`config.mk`:
```
export PLATFORM = sky130hd
export DESIGN_NAME = mem_stage_unit
export DESIGN_NICKNAME = d
export VERILOG_FILES = /design/src/rtl/mem_stage_unit.sv
export SDC_FILE = /design/constraint.sdc
export NUM_CORES = 1
export LEC_CHECK = 0
export BUFFER_PORTS_ARGS = -buffer_cell sky130_fd_sc_hd__buf_4
export CAP_MARGIN = 30
export CELL_PAD_IN_SITES_DETAIL_PLACEMENT = 0
export CELL_PAD_IN_SITES_GLOBAL_PLACEMENT = 1
export CORE_MARGIN = 4
export CORE_UTILIZATION = 30
export DETAILED_ROUTE_END_ITERATION = 8
export PLACE_DENSITY = 0.88
export SYNTH_ARGS = -nofsm -noshare
export SYNTH_HDL_FRONTEND = slang
export SYNTH_SLANG_ARGS = --single-unit
```
`constraint.sdc`:
```
create_clock -name clk -period 1.7 [get_ports clk]
set_input_delay 0.17 -clock clk [delete_from_list [all_inputs] [get_ports clk]]
set_output_delay 0.17 -clock clk [all_outputs]
set_load 0.02 [all_outputs]
```
`src/rtl/mem_stage_unit.sv`:
```
`default_nettype none
// ============================================================================
// Module   : mem_stage_unit
// Purpose  : RV32I memory-access stage: data-memory handshake, byte/halfword
//            formatting, MEM/WB register, stall generation and access watchdog.
// Revision : 1.0 - initial release
// ============================================================================
module mem_stage_unit #(
   parameter int TIMEOUT_CYCLES = 16
) (
   input  logic        clk,
   input  logic        reset,
   input  logic [72:0] exmem_bus,
   input  logic [2:0]  mem_funct3,
   output logic        dmem_req,
   output logic        dmem_we,
   output logic [31:0] dmem_addr,
   output logic [31:0] dmem_wdata,
   output logic [3:0]  dmem_be,
   input  logic        dmem_ready,
   input  logic [31:0] dmem_rdata,
   output logic        stall,
   output logic        wb_reg_write,
   output logic [4:0]  wb_rd,
   output logic [31:0] wb_data,
   output logic        fault,
   output logic [31:0] fault_addr
);

   typedef enum logic [1:0] {
      ST_IDLE  = 2'd0,
      ST_BUSY  = 2'd1,
      ST_ABORT = 2'd2
   } state_t;

   localparam logic [7:0] CNT_LIMIT = 8'(TIMEOUT_CYCLES - 1);

   logic        reg_write;
   logic [31:0] alu_result;
   logic [31:0] r2_data;
   logic [4:0]  rd;
   logic        mem_read;
   logic        mem_write;
   logic        mem_to_reg;

   assign {reg_write, alu_result, r2_data, rd, mem_read, mem_write, mem_to_reg} = exmem_bus;

   logic mem_op;
   logic f3_ok;
   logic is_half;
   logic is_word;
   logic misaligned;
   logic access_ok;
   logic fault_op;

   assign mem_op = mem_read | mem_write;

   // A read-and-write op never matches either branch and stays illegal.
   always_comb begin
      f3_ok = 1'b0;
      if (mem_read && !mem_write) begin
         case (mem_funct3)
            3'b000, 3'b001, 3'b010, 3'b100, 3'b101: f3_ok = 1'b1;
            default:                                f3_ok = 1'b0;
         endcase
      end else if (mem_write && !mem_read) begin
         case (mem_funct3)
            3'b000, 3'b001, 3'b010: f3_ok = 1'b1;
            default:                f3_ok = 1'b0;
         endcase
      end
   end

   assign is_half    = (mem_funct3[1:0] == 2'b01);
   assign is_word    = (mem_funct3[1:0] == 2'b10);
   assign misaligned = (is_half & alu_result[0]) | (is_word & (alu_result[1:0] != 2'b00));
   assign access_ok  = mem_op & f3_ok & ~misaligned;
   assign fault_op   = mem_op & ~access_ok;

   state_t      state_q, state_d;
   logic [7:0]  cnt_q, cnt_d;
   logic        wb_reg_write_q, wb_reg_write_d;
   logic [4:0]  wb_rd_q, wb_rd_d;
   logic [31:0] wb_data_q, wb_data_d;
   logic        fault_q, fault_d;
   logic [31:0] fault_addr_q, fault_addr_d;

   assign dmem_req  = reset & access_ok & (state_q != ST_ABORT);
   assign stall     = dmem_req & ~dmem_ready;
   assign dmem_we   = mem_write & ~mem_read;
   assign dmem_addr = {alu_result[31:2], 2'b00};

   always_comb begin
      dmem_wdata = 32'h0;
      dmem_be    = 4'b1111;
      if (mem_write && !mem_read) begin
         case (mem_funct3[1:0])
            2'b00: begin
               dmem_wdata = {4{r2_data[7:0]}};
               dmem_be    = 4'b0001 << alu_result[1:0];
            end
            2'b01: begin
               dmem_wdata = {2{r2_data[15:0]}};
               dmem_be    = alu_result[1] ? 4'b1100 : 4'b0011;
            end
            default: begin
               dmem_wdata = r2_data;
               dmem_be    = 4'b1111;
            end
         endcase
      end
   end

   logic [7:0]  ld_byte;
   logic [15:0] ld_half;
   logic [31:0] ld_value;

   always_comb begin
      case (alu_result[1:0])
         2'b00:   ld_byte = dmem_rdata[7:0];
         2'b01:   ld_byte = dmem_rdata[15:8];
         2'b10:   ld_byte = dmem_rdata[23:16];
         default: ld_byte = dmem_rdata[31:24];
      endcase
      ld_half = alu_result[1] ? dmem_rdata[31:16] : dmem_rdata[15:0];
      case (mem_funct3)
         3'b000:  ld_value = {{24{ld_byte[7]}}, ld_byte};
         3'b100:  ld_value = {24'h0, ld_byte};
         3'b001:  ld_value = {{16{ld_half[15]}}, ld_half};
         3'b101:  ld_value = {16'h0, ld_half};
         default: ld_value = dmem_rdata;
      endcase
   end

   always_comb begin
      state_d        = state_q;
      cnt_d          = cnt_q;
      wb_reg_write_d = wb_reg_write_q;
      wb_rd_d        = wb_rd_q;
      wb_data_d      = wb_data_q;
      fault_d        = 1'b0;
      fault_addr_d   = fault_addr_q;

      if (state_q == ST_ABORT) begin
         // The held op is retired here as a bubble; upstream advances now.
         wb_reg_write_d = 1'b0;
         fault_d        = 1'b1;
         fault_addr_d   = alu_result;
         state_d        = ST_IDLE;
         cnt_d          = 8'd0;
      end else if (fault_op) begin
         wb_reg_write_d = 1'b0;
         fault_d        = 1'b1;
         fault_addr_d   = alu_result;
         state_d        = ST_IDLE;
         cnt_d          = 8'd0;
      end else if (stall) begin
         wb_reg_write_d = 1'b0;
         if (state_q == ST_IDLE) begin
            state_d = ST_BUSY;
            cnt_d   = 8'd1;
         end else if (cnt_q == CNT_LIMIT) begin
            state_d = ST_ABORT;
            cnt_d   = 8'd0;
         end else begin
            cnt_d = cnt_q + 8'd1;
         end
      end else begin
         // Completed access or non-memory op: ready=1 always beats the watchdog.
         wb_reg_write_d = reg_write & (rd != 5'd0);
         wb_rd_d        = rd;
         wb_data_d      = mem_to_reg ? ld_value : alu_result;
         state_d        = ST_IDLE;
         cnt_d          = 8'd0;
      end
   end

   always_ff @(negedge clk or negedge reset) begin
      if (!reset) begin
         state_q        <= ST_IDLE;
         cnt_q          <= 8'd0;
         wb_reg_write_q <= 1'b0;
         wb_rd_q        <= 5'd0;
         wb_data_q      <= 32'h0;
         fault_q        <= 1'b0;
         fault_addr_q   <= 32'h0;
      end else begin
         state_q        <= state_d;
         cnt_q          <= cnt_d;
         wb_reg_write_q <= wb_reg_write_d;
         wb_rd_q        <= wb_rd_d;
         wb_data_q      <= wb_data_d;
         fault_q        <= fault_d;
         fault_addr_q   <= fault_addr_d;
      end
   end

   assign wb_reg_write = wb_reg_write_q;
   assign wb_rd        = wb_rd_q;
   assign wb_data      = wb_data_q;
   assign fault        = fault_q;
   assign fault_addr   = fault_addr_q;

endmodule
`default_nettype wire
```
# --- Word-level counts from Yosys, hierarchy flattened ---
# Cells that the tools add are included.
word_totals:
  elab_cells: 84
  reg_bits: 81
  latchBits: 0
  output_inout_bits: 142
  mem_bits_rw: 0
  input_bits: 111
  memories: 0
  rom_bits: 0
op_classes:
  n_reduce_logical: 14
  n_addsub: 1
  mux: 30
  n_eq_ne: 12
  mul: 0
  bitwise: 19
  n_lt_le_gt_ge: 0
  n_shift: 1
  n_div: 0
ops:
  columns: ["cell", "count"]
  rows:
  - ["$mux W32", 4]
  - ["$pmux W32 S4", 1]
  - ["$pmux W32 S2", 1]
  - ["$mux W8", 5]
  - ["$pmux W8 S3", 1]
  - ["$mux W16", 1]
  - ["$and A1 B1 Y1", 10]
  - ["$mux W2", 5]
  - ["$mux W1", 9]
  - ["$add A8 B1 Y8 const B", 1]
  - ["$eq A8 B4 Y1 const B", 1]
  - ["$mux W4", 2]
  - ["$pmux W4 S2", 1]
  - ["$not A1 Y1", 7]
  - ["$eq A2 B2 Y1 const B", 3]
  - ["$eq A3 B3 Y1 const B", 2]
  - ["$logic_not A2 Y1", 3]
  - ["$ne A5 B1 Y1 const B", 1]
  - ["$reduce_bool A5 Y1", 1]
  - ["$reduce_or A5 Y1", 1]
  - ["$eq A2 B1 Y1 const B", 2]
  - ["$reduce_bool A2 Y1", 2]
  - ["$shl A1 B2 Y4 const A", 1]
  - ["$eq A3 B1 Y1 const B", 1]
  - ["8 further kinds", 11]

# --- Logic depth before layout (Yosys ltp) ---
# Gate-level depths: netlist (run 1).
logic_depth:
  depth_word: 13
  ltp_mapped: 8
  mapped_depth_nobuf: 7

==> flow_metrics.env, run 1 <==
export IMPL_ys_ff_latch=81
export IMPL_dr_first_iter_drc_count=243
export IMPL_grt_pass1_vias=5614
export IMPL_cts_tree="built"
export IMPL_placed_cells=1012
export IMPL_nets=999
export IMPL_num_vias=5550
export IMPL_syn_avg_cell_area_um2=9.18
export IMPL_r2r_slack_ps=-210
export IMPL_grt_usage=0.217
export IMPL_fin_util=0.575
export IMPL_status="complete, but fails checks"
export IMPL_violations="setup timing"
export IMPL_worst_pin_slew_ps=551
export IMPL_power_leakage_uw=0.00467
export IMPL_crit_buf_inv=2
export IMPL_grt_use_met3=0.0614
export IMPL_numCtsBuffers=9
export IMPL_num_rows=47
export IMPL_layout_setup_ws_ps=-712
export IMPL_die_y_um=137
export IMPL_grt_antenna_before_repair=0
export IMPL_path_clk_slew_ps=50
export IMPL_synth_top_flop_cell="dfrtn_1"
export IMPL_drv_cap=0
export IMPL_cts_root_buf="clkbuf_16"
export IMPL_syn_cell_area_um2=5010
export IMPL_cp_top_family="compound AO/OA/AOI/OAI gates"
export IMPL_cts_sinks=81
export IMPL_route_detailed_drc=0
export IMPL_reg2reg_depth=9
export IMPL_cp_slowest_cell="a211o_1"
export IMPL_portBuffers=250
export IMPL_crit_chain="buf_6 -> a211o_1 -> a32oi_2 -> and2_4 -> o21a_4 -> buf_12 -> mux2_4"
export IMPL_hold_path_depth=1
export IMPL_overflow=0
export IMPL_busiest_layer="met2"
export IMPL_path_max_fanout=7
export IMPL_worstPathRequired_ps=1050
export IMPL_via_per_inst=5.00
export IMPL_ant_nets=0
export IMPL_async_flop_share=1.00
export IMPL_max_stage_delay_ps=320
export IMPL_routedWlPerCell_um=19.5
export IMPL_seq_area_frac_synth=0.404
export IMPL_met1_usage=0.238
export IMPL_vdd_ir_drop_max_v=0.000551
export IMPL_grt_pass1_wl_um=31000
export IMPL_ioPinCount=253
export IMPL_hp_class="reg -> reg"
export IMPL_routed_wl_um=21700
export IMPL_synth_edf_count=0
export IMPL_cp_start_kind="input pin"
export IMPL_h_tree_depth=3
export IMPL_cp_depth=7
export IMPL_yosys_warnings=0
export IMPL_powerDensity_nw_per_um2=843
export IMPL_layoutNonFillerInstCount=1111
export IMPL_clock_path_buffers=2
export IMPL_die_area_um2=18800
export IMPL_grt_max_degree=58
export IMPL_holdBufCountCts=0
export IMPL_maxSlewHeadroom=0.632
export IMPL_crit_type="in -> reg"
export IMPL_skew_ps=6.31
export IMPL_globalplace_congestion=0.837
export IMPL_synthCells=546
export IMPL_initial_core_util=0.305
export IMPL_slew_violations=0
export IMPL_first_pass_iters=5
export IMPL_grt_use_met2=0.392
export IMPL_area_delta_synth_final_pct=88.8
export IMPL_ys_types=52
export IMPL_clk_insertion_delay_late_ps=360
export IMPL_rsz0062_at_grt="yes"
export IMPL_design_core_area_um2=16500
export IMPL_hold_violations=0
export IMPL_setup_viol=154
export IMPL_diodes=0
export IMPL_fp_dieW_um=137
export IMPL_hpwl_um=15100
export IMPL_critPathCaptureType="flip-flop"
export IMPL_critPathArrivalTime_ps=1760
export IMPL_drive_gt1_frac=0.588
==> synthesized netlist by cell type (2+ instances only) <==
library cell  number  share of area
dfrtn_1           81           0.40
nand2_1           68          0.051
nor2_1            65          0.049
a21oi_1           37          0.037
buf_4             35          0.052
mux2_2            35          0.079
mux2i_1           24          0.048
o21ai_0           23          0.023
clkbuf_1          19          0.014
a21o_1            17          0.025
buf_2             16          0.016
nand3_1           15          0.015
a2111oi_2         10          0.030
and2_1             9          0.011
a31oi_1            8          0.010
a41o_1             8          0.016
a2111oi_0          6          0.010
and3b_1            6          0.010
nor2b_1            6         0.0075
a22o_1             5         0.0087
a32oi_1            5         0.0087
inv_1              4         0.0030
nand2b_1           4         0.0050
xor2_1             4         0.0070
and3_1             3         0.0037
a221oi_1           2         0.0035
mux2_1             2         0.0045
nand3b_1           2         0.0030
o21ai_1            2         0.0020
o21bai_1           2         0.0030
xnor2_1            2         0.0035
==> per-layer routing <==
metal	share of wire	vias to the layer above	wire (µm)
met5	0	-	0
met4	0.026	0	568
met3	0.092	42	1990
met2	0.52	252	11200
met1	0.36	2669	7900
li1	-	2587	-
==> power breakdown <==
part           total (µW)  switching [µW]  internal (µW)
Clock                2120             801           1320
Combinational        3400            1540           1850
Sequential           2470             224           2250
Total                7980            2570           5420
==> state kept, by name, summed over array words and instances (netlist names) <==
name          flops
cnt_q             8
fault             1
fault_addr       32
state_q           2
wb_data          32
wb_rd             5
wb_reg_write      1
==> worst reg2reg max path: stages, from the launching register on <==
cell and delay (ps):
dfrtn_1 420, nor2b_4 190, buf_4 140, nor2_1 60, a32oi_4 330, buf_6 150, buf_12 120, buf_12 140
a2111oi_4 50, a21o_1 160
==> path summary, 6_finish.rpt <==
check | from | end
max | mem_funct3[1] | fault_addr[30]$_DFFE_NN0P_
min | wb_data[26]$_DFFE_NN0P_ | wb_data[26]$_DFFE_NN0P_
max reg2reg | state_q[1]$_DFFE_NN0P_ | wb_data[21]$_DFFE_NN0P_
min reg2reg | wb_data[26]$_DFFE_NN0P_ | wb_data[26]$_DFFE_NN0P_
max in group asynchronous | reset | wb_data[14]$_DFFE_NN0P_
min in group asynchronous | reset | cnt_q[3]$_DFF_NN0_
==> logic make-up after synthesis <==
logic type | Yosys count | synth area share
compound gates | 133 | 0.195
simple gates | 185 | 0.166
buf+inv | 78 | 0.0901
flops | 81 | 0.404
xor+xnor | 6 | 0.0105
other cells | 1 | 0.000748
mux | 61 | 0.131
fa+ha+maj | 1 | 0.00249
==> layout make-up <==
| type | count | area [µm²] |
|---|---|---|
| repair buffers | 401 | 3620 |
| clock inverters | 3 | 65.1 |
| multi-input cells | 388 | 3210 |
| fillers | 1401 | 7000 |
| well taps | 220 | 275 |
| clock buffers | 12 | 246 |
| flip-flops and latches | 81 | 2030 |
| inverters | 6 | 25.0 |
==> per-stage QoR <==
step | total power (µW) | hold slack (ps) | instance area [µm²] | setup TNS [ps] | setup slack (ps)
finish | 7980 | 445 | 9470 | -66890 | -712
global route | 8310 | 458 | 9470 | -71150 | -746
CTS | 7800 | 450 | 9060 | -64320 | -698
detailed placement | 4950 | 428 | 7600 | -104010 | -1170
global placement | 4920 | 422 | 7600 | -100970 | -1140
floorplan | 3770 | 453 | 5340 | -64190 | -899
==> repair_timing <==
| item | 4_1_cts | 5_1_grt |
|---|---|---|
| resized for setup | 170 | 54 |
| gates cloned | 7 | 0 |
| setup buffers | 47 | 38 |
| setup endpoints to repair | 213 | 155 |
| pin swaps | 13 | 28 |
==> placed cells by master, fill, tap and decap left out, types with 3 or more instances in the layout <==
cell type,netlist,layout
a2111oi_4,0,16
a21o_1,17,17
a21oi_1,37,33
a21oi_2,0,4
a22o_1,5,5
a31oi_1,8,8
a32oi_1,5,3
a41o_1,8,8
and2_1,9,8
and3b_1,6,6
buf_12,0,10
buf_16,0,4
buf_4,35,287
buf_6,1,96
buf_8,0,3
clkbuf_16,0,9
dfrtn_1,81,81
mux2_4,0,37
mux2i_1,24,22
nand2_1,68,60
nand2_2,0,4
nand2_4,0,4
nand2b_1,4,3
nand3_1,15,12
nor2_1,65,55
nor2_2,0,6
nor2_4,0,4
nor2b_4,0,3
o21ai_0,23,7
o21ai_1,2,13
o21ai_2,0,5
xor2_1,4,4
(Power assumes the default switching activity.)
==> inputs of run 2 (changes only) <==
==> constraint.sdc (replaced) <==
create_clock -name clk -period 1.7 [get_ports clk]
set_input_delay 0.255 -clock clk [delete_from_list [all_inputs] [get_ports clk]]
set_output_delay 0.255 -clock clk [all_outputs]
set_load 0.02 [all_outputs]
==> flow_metrics.env, run 2 (same netlist as run 1, synthesis figures left out) <==
export IMPL_status="complete, but fails checks"
export IMPL_violations="setup timing"
export IMPL_fp_dieW_um=137
export IMPL_worstPathRequired_ps=1040
export IMPL_finalSetupTns_ps=-79090
export IMPL_crit_chain="buf_8 -> buf_6 -> o21bai_4 -> a21o_1 -> and2_4 -> o21a_4 -> buf_4 -> buf_12 -> mux2_4"
export IMPL_slew_violations=0
export IMPL_layout_commonest_cell="buf_4"
export IMPL_hp_class="reg -> reg"
export IMPL_ant_nets=0
export IMPL_grt_max_degree=51
export IMPL_numCtsBuffers=9
export IMPL_skew_ps=3.80
export IMPL_routedWlPerCell_um=19.1
export IMPL_powerDensity_nw_per_um2=839
export IMPL_dr_first_iter_drc_count=200
export IMPL_fin_util=0.596
export IMPL_maxSlewHeadroom=0.619
export IMPL_power_uw=8230
export IMPL_portBuffers=250
export IMPL_setup_viol=154
export IMPL_hpwl_um=15100
export IMPL_grt_antenna_before_repair=1
export IMPL_grt_pass1_wl_um=31100
export IMPL_ioPinCount=253
export IMPL_layoutNonFillerInstCount=1123
export IMPL_drv_cap=0
export IMPL_power_leakage_uw=0.00482
export IMPL_layout_setup_ws_ps=-767
export IMPL_nets=1009
export IMPL_grt_usage=0.217
export IMPL_critPathArrivalTime_ps=1810
export IMPL_rsz0062_at_grt="yes"
export IMPL_initial_core_util=0.305
export IMPL_design_core_area_um2=16500
export IMPL_routed_wl_um=21400
export IMPL_mostFrequentLayoutCells="buf_4 (278), buf_6 (98), dfrtn_1 (81)"
export IMPL_critPathCaptureType="flip-flop"
export IMPL_hold_violations=0
export IMPL_holdBufCountCts=0
export IMPL_worst_pin_slew_ps=569
export IMPL_die_area_um2=18800
export IMPL_max_stage_delay_ps=280
export IMPL_cp_start_kind="input pin"
export IMPL_clock_path_buffers=2
export IMPL_h_tree_depth=3
export IMPL_route_detailed_drc=0
export IMPL_vdd_ir_drop_max_v=0.000582
export IMPL_drive_gt1_frac=0.621
export IMPL_crit_buf_inv=4
export IMPL_placed_cells=1011
export IMPL_grt_pass1_vias=5636
export IMPL_num_vias=5534
export IMPL_path_max_fanout=6
export IMPL_path_clk_slew_ps=40
export IMPL_die_y_um=137
export IMPL_first_pass_iters=4
export IMPL_crit_type="in -> reg"
export IMPL_cts_tree="built"
export IMPL_cp_top_family="compound AO/OA/AOI/OAI gates"
export IMPL_cp_slowest_cell="mux2_4"
export IMPL_num_rows=47
export IMPL_via_per_inst=4.93
export IMPL_globalplace_congestion=0.795
export IMPL_area_delta_synth_final_pct=95.8
export IMPL_cts_root_buf="clkbuf_16"
export IMPL_cts_sinks=81
export IMPL_overflow=0
export IMPL_clk_insertion_delay_late_ps=350
run 2: cell types whose count changed in the layout (fill, tap and decap cells not counted), sizes merged:
cell and change:
inv +1, clkbuf +2, buf +9, bufbuf -1
diode +1
run 2: layer usage:
metal	wire, µm	part of all wire	GRT usage
met3	1920	0.089	0.0584
met4	471	0.022	0.0859
met1	7800	0.36	0.240
met5	0	0	0
met2	11300	0.52	0.395
run 2: worst paths after layout:
| kind | start | to | slack (ps) | depth (start not counted) |
|---|---|---|---|---|
| hold / removal | wb_data[30]$_DFFE_NN0P_ | wb_data[30]$_DFFE_NN0P_ | 450 | 1 |
| setup / recovery | mem_funct3[0] | fault_addr[16]$_DFFE_NN0P_ | -770 | 9 |
| hold reg to reg | wb_data[30]$_DFFE_NN0P_ | wb_data[30]$_DFFE_NN0P_ | 450 | 1 |
| min in group asynchronous | reset | cnt_q[1]$_DFF_NN0_ | 680 | 2 |
| max in group asynchronous | reset | wb_data[13]$_DFFE_NN0P_ | 370 | 3 |
| setup reg to reg | state_q[1]$_DFFE_NN0P_ | wb_data[24]$_DFFE_NN0P_ | -170 | 9 |
run 2: repair_timing:
action                                  in CTS  in global routing
gates resized for setup                    189                 62
pin swaps                                   30                 30
cloned                                      12                  2
setup buffers                               57                 31
endpoints found under the setup margin     163                172
run 2: metrics by stage:
step           instance area [µm²]  worst slack (ps)  hold WS (ps)
6_report                      9820              -767           454
5_1_grt                       9820              -815           477
4_1_cts                       9410              -778           449
3_5_place_dp                  7630             -1260           428
3_3_place_gp                  7600             -1230           423
2_1_floorplan                 5380              -984           465
run 2: final cells by class:
cell class	count	area, µm²
sequential	81	2030
tap	220	275
inverter	6	25.0
antenna	1	2.50
clock buffer	12	256
fill	1397	6650
multi-input combinational	388	3200
clock inverter	4	73.8
timing repair buffer	411	3960
run 2: report_power, final:
group / switching, µW / internal (µW)
registers: 219 / 2250
clock network: 806 / 1370
logic: 1590 / 2010
total: 2610 / 5620
